## src/rtl/uart_fifo_mm.sv

```systemverilog
// Memory-mapped UART front end: RX/TX byte FIFOs behind a 4-word port-B register window.
// Bus read data/strobe one cycle after address; DATA write reaches tx_tvalid two cycles later.
// RX never stalls (overflow drops + sticky flag); TX output register holds while tx_tready=0.
// Optional build macro UART_FIFO_IRQ_EN adds the irq output and the IRQEN register at BASE+3.
module uart_fifo_mm #(
    parameter logic [31:0] BASE_ADDR = 32'd65544,
    parameter int          AW        = 4
) (
    input  logic        clk,
    input  logic        rst,
    input  logic [31:0] addr_b,
    input  logic [31:0] data_b_in,
    input  logic [31:0] data_b_we,
    output logic [31:0] data_b,
    output logic        strobe_b,
    input  logic [7:0]  rx_tdata,
    input  logic        rx_tvalid,
    output logic        rx_tready,
    output logic [7:0]  tx_tdata,
    output logic        tx_tvalid,
    input  logic        tx_tready
`ifdef UART_FIFO_IRQ_EN
    ,
    output logic        irq
`endif
);

    localparam int            DEPTH   = 1 << AW;
    localparam logic [AW-1:0] PTR_ONE = {{(AW-1){1'b0}}, 1'b1};
    localparam logic [AW:0]   CNT_ONE = {{AW{1'b0}}, 1'b1};

    // ---------------- bus decode ----------------
    logic [31:0] off;
    logic        in_win;
    logic        wr_en;
    logic        rd_data_sel;
    logic        wr_data_sel;
    logic        wr_status_sel;

    assign off           = addr_b - BASE_ADDR;
    assign in_win        = (off < 32'd4);
    assign wr_en         = |data_b_we;
    assign rd_data_sel   = in_win & ~wr_en & (off[1:0] == 2'd1);
    assign wr_data_sel   = in_win &  wr_en & (off[1:0] == 2'd1);
    assign wr_status_sel = in_win &  wr_en & (off[1:0] == 2'd0);

    // Only the low byte of write data carries meaning for any register.
    logic unused_wdat;
    assign unused_wdat = ^data_b_in[31:8];

    // ---------------- RX FIFO ----------------
    logic [7:0]    rx_mem [DEPTH];
    logic [AW-1:0] rx_wr_ptr;
    logic [AW-1:0] rx_rd_ptr;
    logic [AW:0]   rx_cnt;
    logic          rx_empty;
    logic          rx_full;
    logic          rx_pop;
    logic          rx_push;
    logic          rx_ovf_set;
    logic [7:0]    rx_head;

    assign rx_empty   = (rx_cnt == '0);
    assign rx_full    = rx_cnt[AW];
    assign rx_head    = rx_mem[rx_rd_ptr];
    assign rx_pop     = rd_data_sel & ~rx_empty;
    // A same-cycle CPU pop frees a slot, so a full FIFO can still accept.
    assign rx_push    = rx_tvalid & (~rx_full | rx_pop);
    assign rx_ovf_set = rx_tvalid & ~rx_push;
    assign rx_tready  = 1'b1;

    // RX storage write (no reset needed: validity tracked by pointers/count)
    always_ff @(posedge clk) begin
        if (rx_push) rx_mem[rx_wr_ptr] <= rx_tdata;
    end

    // RX pointers and occupancy
    always_ff @(posedge clk or negedge rst) begin
        if (!rst) begin
            rx_wr_ptr <= '0;
            rx_rd_ptr <= '0;
            rx_cnt    <= '0;
        end else begin
            if (rx_push) rx_wr_ptr <= rx_wr_ptr + PTR_ONE;
            if (rx_pop)  rx_rd_ptr <= rx_rd_ptr + PTR_ONE;
            case ({rx_push, rx_pop})
                2'b10:   rx_cnt <= rx_cnt + CNT_ONE;
                2'b01:   rx_cnt <= rx_cnt - CNT_ONE;
                default: ;
            endcase
        end
    end

    // ---------------- TX FIFO ----------------
    logic [7:0]    tx_mem [DEPTH];
    logic [AW-1:0] tx_wr_ptr;
    logic [AW-1:0] tx_rd_ptr;
    logic [AW:0]   tx_cnt;
    logic          tx_empty;
    logic          tx_full;
    logic          tx_load;
    logic          tx_pop;
    logic          tx_push;
    logic          tx_ovf_set;
    logic [7:0]    tx_head;
    logic          tx_idle;

    assign tx_empty   = (tx_cnt == '0);
    assign tx_full    = tx_cnt[AW];
    assign tx_head    = tx_mem[tx_rd_ptr];
    // Output register can take a new byte when idle or when its byte leaves this cycle.
    assign tx_load    = ~tx_tvalid | tx_tready;
    assign tx_pop     = tx_load & ~tx_empty;
    assign tx_push    = wr_data_sel & (~tx_full | tx_pop);
    assign tx_ovf_set = wr_data_sel & ~tx_push;
    assign tx_idle    = tx_empty & ~tx_tvalid;

    // TX storage write
    always_ff @(posedge clk) begin
        if (tx_push) tx_mem[tx_wr_ptr] <= data_b_in[7:0];
    end

    // TX pointers and occupancy
    always_ff @(posedge clk or negedge rst) begin
        if (!rst) begin
            tx_wr_ptr <= '0;
            tx_rd_ptr <= '0;
            tx_cnt    <= '0;
        end else begin
            if (tx_push) tx_wr_ptr <= tx_wr_ptr + PTR_ONE;
            if (tx_pop)  tx_rd_ptr <= tx_rd_ptr + PTR_ONE;
            case ({tx_push, tx_pop})
                2'b10:   tx_cnt <= tx_cnt + CNT_ONE;
                2'b01:   tx_cnt <= tx_cnt - CNT_ONE;
                default: ;
            endcase
        end
    end

    // One-entry output register: refill from FIFO head, hold while stalled
    always_ff @(posedge clk or negedge rst) begin
        if (!rst) begin
            tx_tvalid <= 1'b0;
            tx_tdata  <= 8'd0;
        end else if (tx_load) begin
            tx_tvalid <= ~tx_empty;
            if (!tx_empty) tx_tdata <= tx_head;
        end
    end

    // ---------------- sticky overflow flags ----------------
    logic rx_ovf;
    logic tx_ovf;

    // Overflow flags: a set in the same cycle as a W1C clear wins
    always_ff @(posedge clk or negedge rst) begin
        if (!rst) begin
            rx_ovf <= 1'b0;
            tx_ovf <= 1'b0;
        end else begin
            rx_ovf <= rx_ovf_set | (rx_ovf & ~(wr_status_sel & data_b_in[2]));
            tx_ovf <= tx_ovf_set | (tx_ovf & ~(wr_status_sel & data_b_in[3]));
        end
    end

`ifdef UART_FIFO_IRQ_EN
    logic rx_irq_en;
    logic tx_irq_en;
    logic wr_irqen_sel;

    assign wr_irqen_sel = in_win & wr_en & (off[1:0] == 2'd3);

    // IRQ enables and registered interrupt output
    always_ff @(posedge clk or negedge rst) begin
        if (!rst) begin
            rx_irq_en <= 1'b0;
            tx_irq_en <= 1'b0;
            irq       <= 1'b0;
        end else begin
            if (wr_irqen_sel) begin
                rx_irq_en <= data_b_in[0];
                tx_irq_en <= data_b_in[1];
            end
            irq <= (rx_irq_en & ~rx_empty) | (tx_irq_en & tx_idle);
        end
    end
`endif

    // ---------------- read mux ----------------
    logic [31:0] status_word;
    logic [31:0] count_word;
    logic [31:0] rd_val;

    // Assemble status/count words and select the read value for the decoded register
    always_comb begin
        status_word                = '0;
        status_word[0]             = ~rx_empty;
        status_word[1]             = ~tx_full;
        status_word[2]             = rx_ovf;
        status_word[3]             = tx_ovf;
        status_word[4]             = tx_idle;
        count_word                 = '0;
        count_word[AW:0]           = rx_cnt;
        count_word[AW+16:16]       = tx_cnt;
        rd_val                     = '0;
        case (off[1:0])
            2'd0: rd_val = status_word;
            2'd1: if (!wr_en && !rx_empty) rd_val = {24'd0, rx_head};
            2'd2: rd_val = count_word;
`ifdef UART_FIFO_IRQ_EN
            2'd3: rd_val = {30'd0, tx_irq_en, rx_irq_en};
`else
            2'd3: rd_val = '0;
`endif
            default: rd_val = '0;
        endcase
    end

    // Registered bus response, zero outside the window
    always_ff @(posedge clk or negedge rst) begin
        if (!rst) begin
            data_b   <= '0;
            strobe_b <= 1'b0;
        end else begin
            strobe_b <= in_win;
            data_b   <= in_win ? rd_val : '0;
        end
    end

endmodule
```

## config.mk

```make
export PLATFORM = sky130hd
export DESIGN_NAME = uart_fifo_mm
export DESIGN_NICKNAME = d
export VERILOG_FILES = /design/src/rtl/uart_fifo_mm.sv
export SDC_FILE = /design/constraint.sdc
export NUM_CORES = 1
export LEC_CHECK = 0
export BUFFER_PORTS_ARGS = -buffer_cell sky130_fd_sc_hd__buf_2
export CAP_MARGIN = 10
export CORE_MARGIN = 1.5
export CORE_UTILIZATION = 52
export CTS_BUF_LIST = sky130_fd_sc_hd__clkbuf_8 sky130_fd_sc_hd__clkbuf_16
export DETAILED_ROUTE_END_ITERATION = 6
export PLACE_DENSITY = 0.72
export SLEW_MARGIN = 20
export SYNTH_ARGS = -nofsm -noshare
export SYNTH_HDL_FRONTEND = slang
export SYNTH_SLANG_ARGS = --single-unit
```

## constraint.sdc

```tcl
create_clock -name clk -period 3.4 [get_ports clk]
set_input_delay 0.51 -clock clk [delete_from_list [all_inputs] [get_ports clk]]
set_output_delay 0.51 -clock clk [all_outputs]
set_load 0.03 [all_outputs]
```

==> results.txt <==
The number of design rule violations left after detail routing came out at 0. In the final routed layout, each cell accounts on average for 20.6 um. The worst-skew pair later-pin latency is 0.53 ns. For the unique cell type count in the Yosys netlist, the log shows 76. The final worst-path setup slack is 0.111 ns, and the peak supply drop is 0.385 mV.

Transition at the pin with the smallest max-transition slack: 1.05 ns. Static timing analysis puts the maximum clock frequency at 0.304 GHz. Capturing element type of the critical path: a flip-flop. The synthesized design devotes to its leading area cell type 56.9% of total area. The total area inside the core boundary comes to 25300 um^2.

Worst path arrival time: 3.71 ns. Number of failing hold endpoints at the final stage: 0. In this run, CTS created clock tree buffers numbering 29. Routability-driven placement finished with a final weighted congestion of 0.859. The tools report the total routed wirelength as 28300 um.

Setup repair after global routing could not meet its margin everywhere. The count of flip-flops with a built-in enable after synthesis is 256. After synthesis, the cell types taking the most area are sky130_fd_sc_hd__edfxtp_1 (57%), sky130_fd_sc_hd__mux4_2 (12%), sky130_fd_sc_hd__dfrtp_1 (9.4%), sky130_fd_sc_hd__ha_1 (1.8%), sky130_fd_sc_hd__nand2_1 (1.5%).

In the layout the commonest cells are sky130_fd_sc_hd__edfxtp_1 (256), sky130_fd_sc_hd__buf_2 (104), sky130_fd_sc_hd__buf_4 (99). The setup slack at placement was -0.493 ns. The via count of the first global-routing pass came out at 7897. After filler insertion, the fill cell instance count of the layout stands at 1729.

For the area of the die, the log shows 27000 um^2. The longest clock path from root to sink contains 3 buffers. For this run, the slowest stage of the critical path takes 0.43 ns. The slowest stage of the critical path is the sky130_fd_sc_hd__a2111o_1 cell. Count of buffer and inverter cells on the critical path: 3. The clock net in this run drives a total of 307 sinks. After clock tree synthesis, the clock-pin slew on the worst setup and hold paths is 0.06 ns. Register bit count reported by yosys: 307.

The Yosys step of the flow raised 0 warnings. The power per standard cell area works out to 530 nW/um^2. For the floorplan row count, the log shows 58. The number of nets with antenna violations after detailed routing came out at 0. Data on the critical path is required at its endpoint by 3.82 ns. Between clock sinks in the finished design, the worst skew comes to 0.00972 ns.

From synthesis to final layout, the design area changed by 20.9%. The critical path goes through buf_2 > nor4_4 > a41oi_2 > buf_4 > a2111o_1 > o31ai_4 > nand4b_4 > nor3b_4 > inv_2 > ha_4 > fa_2 > a21o_1 > a21oi_2 > xor2_1 > nor2_1 > xor2_1. The cell with the most instances on the worst path is sky130_fd_sc_hd__xor2_1. The reg-to-reg setup timing slack is 0.44 ns. After clock tree synthesis, the flow added hold-fix buffers numbering 0. For this run, the total global-route usage over all layers was measured as 21.9%.

For this block, the initial DRC count from the detailed router was 655. The tools report the capturing instance or port of the critical path as tx_cnt[4]$_DFFE_PN0P_. Max-cap violations in this run came to 0. In this run the worst path has a maximum fanout of 4. The part of the Yosys area used for sequential elements was 66.3%; the number of standard cells after synthesis was 811. After synthesis, the share of flip-flops with an asynchronous set or reset is 16.6%.

For the summed negative setup slack over all endpoints, the log shows 0 ns. STA classifies the critical path startpoint as an input pin. The fraction of the cycle the final worst path needs is 96.7%. The number of vias per cell came out at 5.78.

For the HPWL after detailed placement, the log shows 19700 um. The gate family responsible for the most delay along the worst path is compound AO/OA/AOI/OAI gates. The total overflow left after global routing is 0. Of all cell types, the one taking the most synthesized area is sky130_fd_sc_hd__edfxtp_1. Setup violations remaining at the end of the flow were counted as 0.

The repair_antennas step left the layout with diodes totalling 0. The average footprint of a synthesized cell is 16.7 um^2. The number of cells on the worst reg-to-reg path is 12. The library cell used most frequently in the layout, excluding fill and tap cells, is sky130_fd_sc_hd__edfxtp_1. Subtracting the final worst setup slack from the clock period gives 3.29 ns. The critical path starts at addr_b[9]. In the synthesized netlist the dominant register cell turns out to be sky130_fd_sc_hd__edfxtp_1. The maximum level of the CTS H-tree is 1, and the number of antenna violations at the first check in global routing is 0. TritonCTS built the clock tree. Entering global routing, the biggest net connects 37 pins. For this run, the post-layout net count is 1148.

The count of port buffers added during placement is 106. Counting buffers and inverters, the worst setup path is 16 cells deep. The end-of-flow core utilization is 64.5%, and the final-report max-slew violation count is 0. The worst setup path is of the input pin to flip-flop kind.

The initial utilization of the core area, before any placement, comes to 53.3%. Cells with a size suffix above 1 make up 37.8% of the layout. The worst register-to-register path ends at tx_cnt[4]$_DFFE_PN0P_.

Standby leakage power: 6.08 nW. The die width is 164 um. In this run the critical register-to-register path is launched from tx_tvalid$_DFFE_PN0P_.

Headroom to the max-slew limit came out at 29.9%. The height of the chip came out at 164 um. The first TritonRoute pass finished after 5 iterations.

First-pass GRT wire length: 44300 um. The tree is rooted in a sky130_fd_sc_hd__clkbuf_16. The overall via count from detail_route is 7927, and the summed instance area of the synthesized netlist is 13500 um^2. Count of pins on the block boundary: 151. The run finished with clean final reports. The tightest min-delay check is of the input pin to async pin type.
## registers in the layout (all words and copies together), names as in the netlist
| register | count |
|---|---|
| rx_mem | 128 |
| tx_mem | 128 |
| data_b | 13 |
| tx_tdata | 8 |
| rx_cnt | 5 |
| tx_cnt | 5 |
| rx_rd_ptr | 4 |
| rx_wr_ptr | 4 |
| tx_rd_ptr | 4 |
| tx_wr_ptr | 4 |
| rx_ovf | 1 |
| strobe_b | 1 |
| tx_ovf | 1 |
| tx_tvalid | 1 |
## metrics by stage
step | hold WS, ns | cells | power (mW) | area (um^2)
3_3_place_gp | 0.458 | 1311 | 5.49 | 15300
6_report | 0.0855 | 1371 | 8.66 | 16300
2_1_floorplan | 0.214 | 829 | 5.15 | 13700
4_1_cts | 0.105 | 1364 | 8.71 | 16200
5_1_grt | 0.150 | 1371 | 8.99 | 16300
3_5_place_dp | 0.462 | 1311 | 5.53 | 15300
## worst min path at each step
stage,startpoint,endpoint,cells after the start
2_1_floorplan,rst,data_b[0]$_DFF_PN0_,0
3_3_place_gp,tx_tdata[3]$_DFFE_PN0P_,tx_tdata[3]$_DFFE_PN0P_,2
3_5_place_dp,tx_tdata[3]$_DFFE_PN0P_,tx_tdata[3]$_DFFE_PN0P_,2
4_1_cts,rst,tx_tdata[6]$_DFFE_PN0P_,1
5_1_grt,rst,tx_tdata[0]$_DFFE_PN0P_,1
6_report,rst,tx_tdata[6]$_DFFE_PN0P_,1
## logic make-up (layout without fill, tap and decap cells)
logic type | after synthesis | after routing | share of synthesized area [%]
and+or+nand+nor | 203 | 203 | 9.46
muxes | 87 | 87 | 13.0
AOI/OAI and AO/OA | 86 | 86 | 4.63
other | 2 | 20 | 0.0556
adders and majority gates | 21 | 21 | 2.06
buffers and inverters | 85 | 297 | 3.11
xor gates and xnor gates | 20 | 20 | 1.30
DFF | 307 | 307 | 66.3
## Yosys cell counts (all sizes together) (7+ instances only)
library cell and number:
clkbuf 24, and4 8, nand2 53, inv 27
or4 7, ha 19, nand3 14, edfxtp 256
nor3 13, nor4 26, nor3b 8, xnor2 9
mux2i 13, buf 34, and3 18, nand4 7
xor2 11, dfrtp 51, a21oi 14, nor2 17
mux4 71, o21ai 17
## layer usage
layer | wire length, um | up-vias | part of all wire, % | GRT usage [%]
met2 | 13600 | 309 | 48 | 35.3
li1 | - | 3619 | - | -
met5 | 0 | - | 0 | 0
met3 | 1910 | 36 | 6.7 | 3.21
met4 | 474 | 0 | 1.7 | 4.92
met1 | 12400 | 3963 | 44 | 31.7
## worst reg2reg max path: cells and delay by family (launching register included)
family	cells	cell delay [ns]
and+or+nand+nor	3	0.53
buffers and inverters	2	0.28
adders and majority gates	2	0.53
DFF	1	0.40
AOI/OAI and AO/OA	3	0.79
xor gates and xnor gates	2	0.31
## layout make-up
cell class | count | area [um^2] | share of cell area, %
flip-flops and latches | 307 | 8970 | 54.9
inverters | 27 | 111 | 0.682
well taps | 330 | 413 | 2.53
multi-input cells | 437 | 4360 | 26.7
clock buffers | 38 | 850 | 5.20
repair buffers | 217 | 1510 | 9.24
clock inverters | 15 | 123 | 0.751
## power breakdown
part	leakage (nW)	internal, mW	switching (mW)	total, mW
clock	0.498	1.89	1.31	3.20
sequential	2.98	4.29	0.147	4.44
combinational	2.61	0.380	0.639	1.02
## timing repair
item,4_1_cts,5_1_grt
endpoints found under the setup margin,0,4
buffers inserted,0,7
gates resized for setup,0,13
No activity file was read; power rests on OpenSTA's default activity.
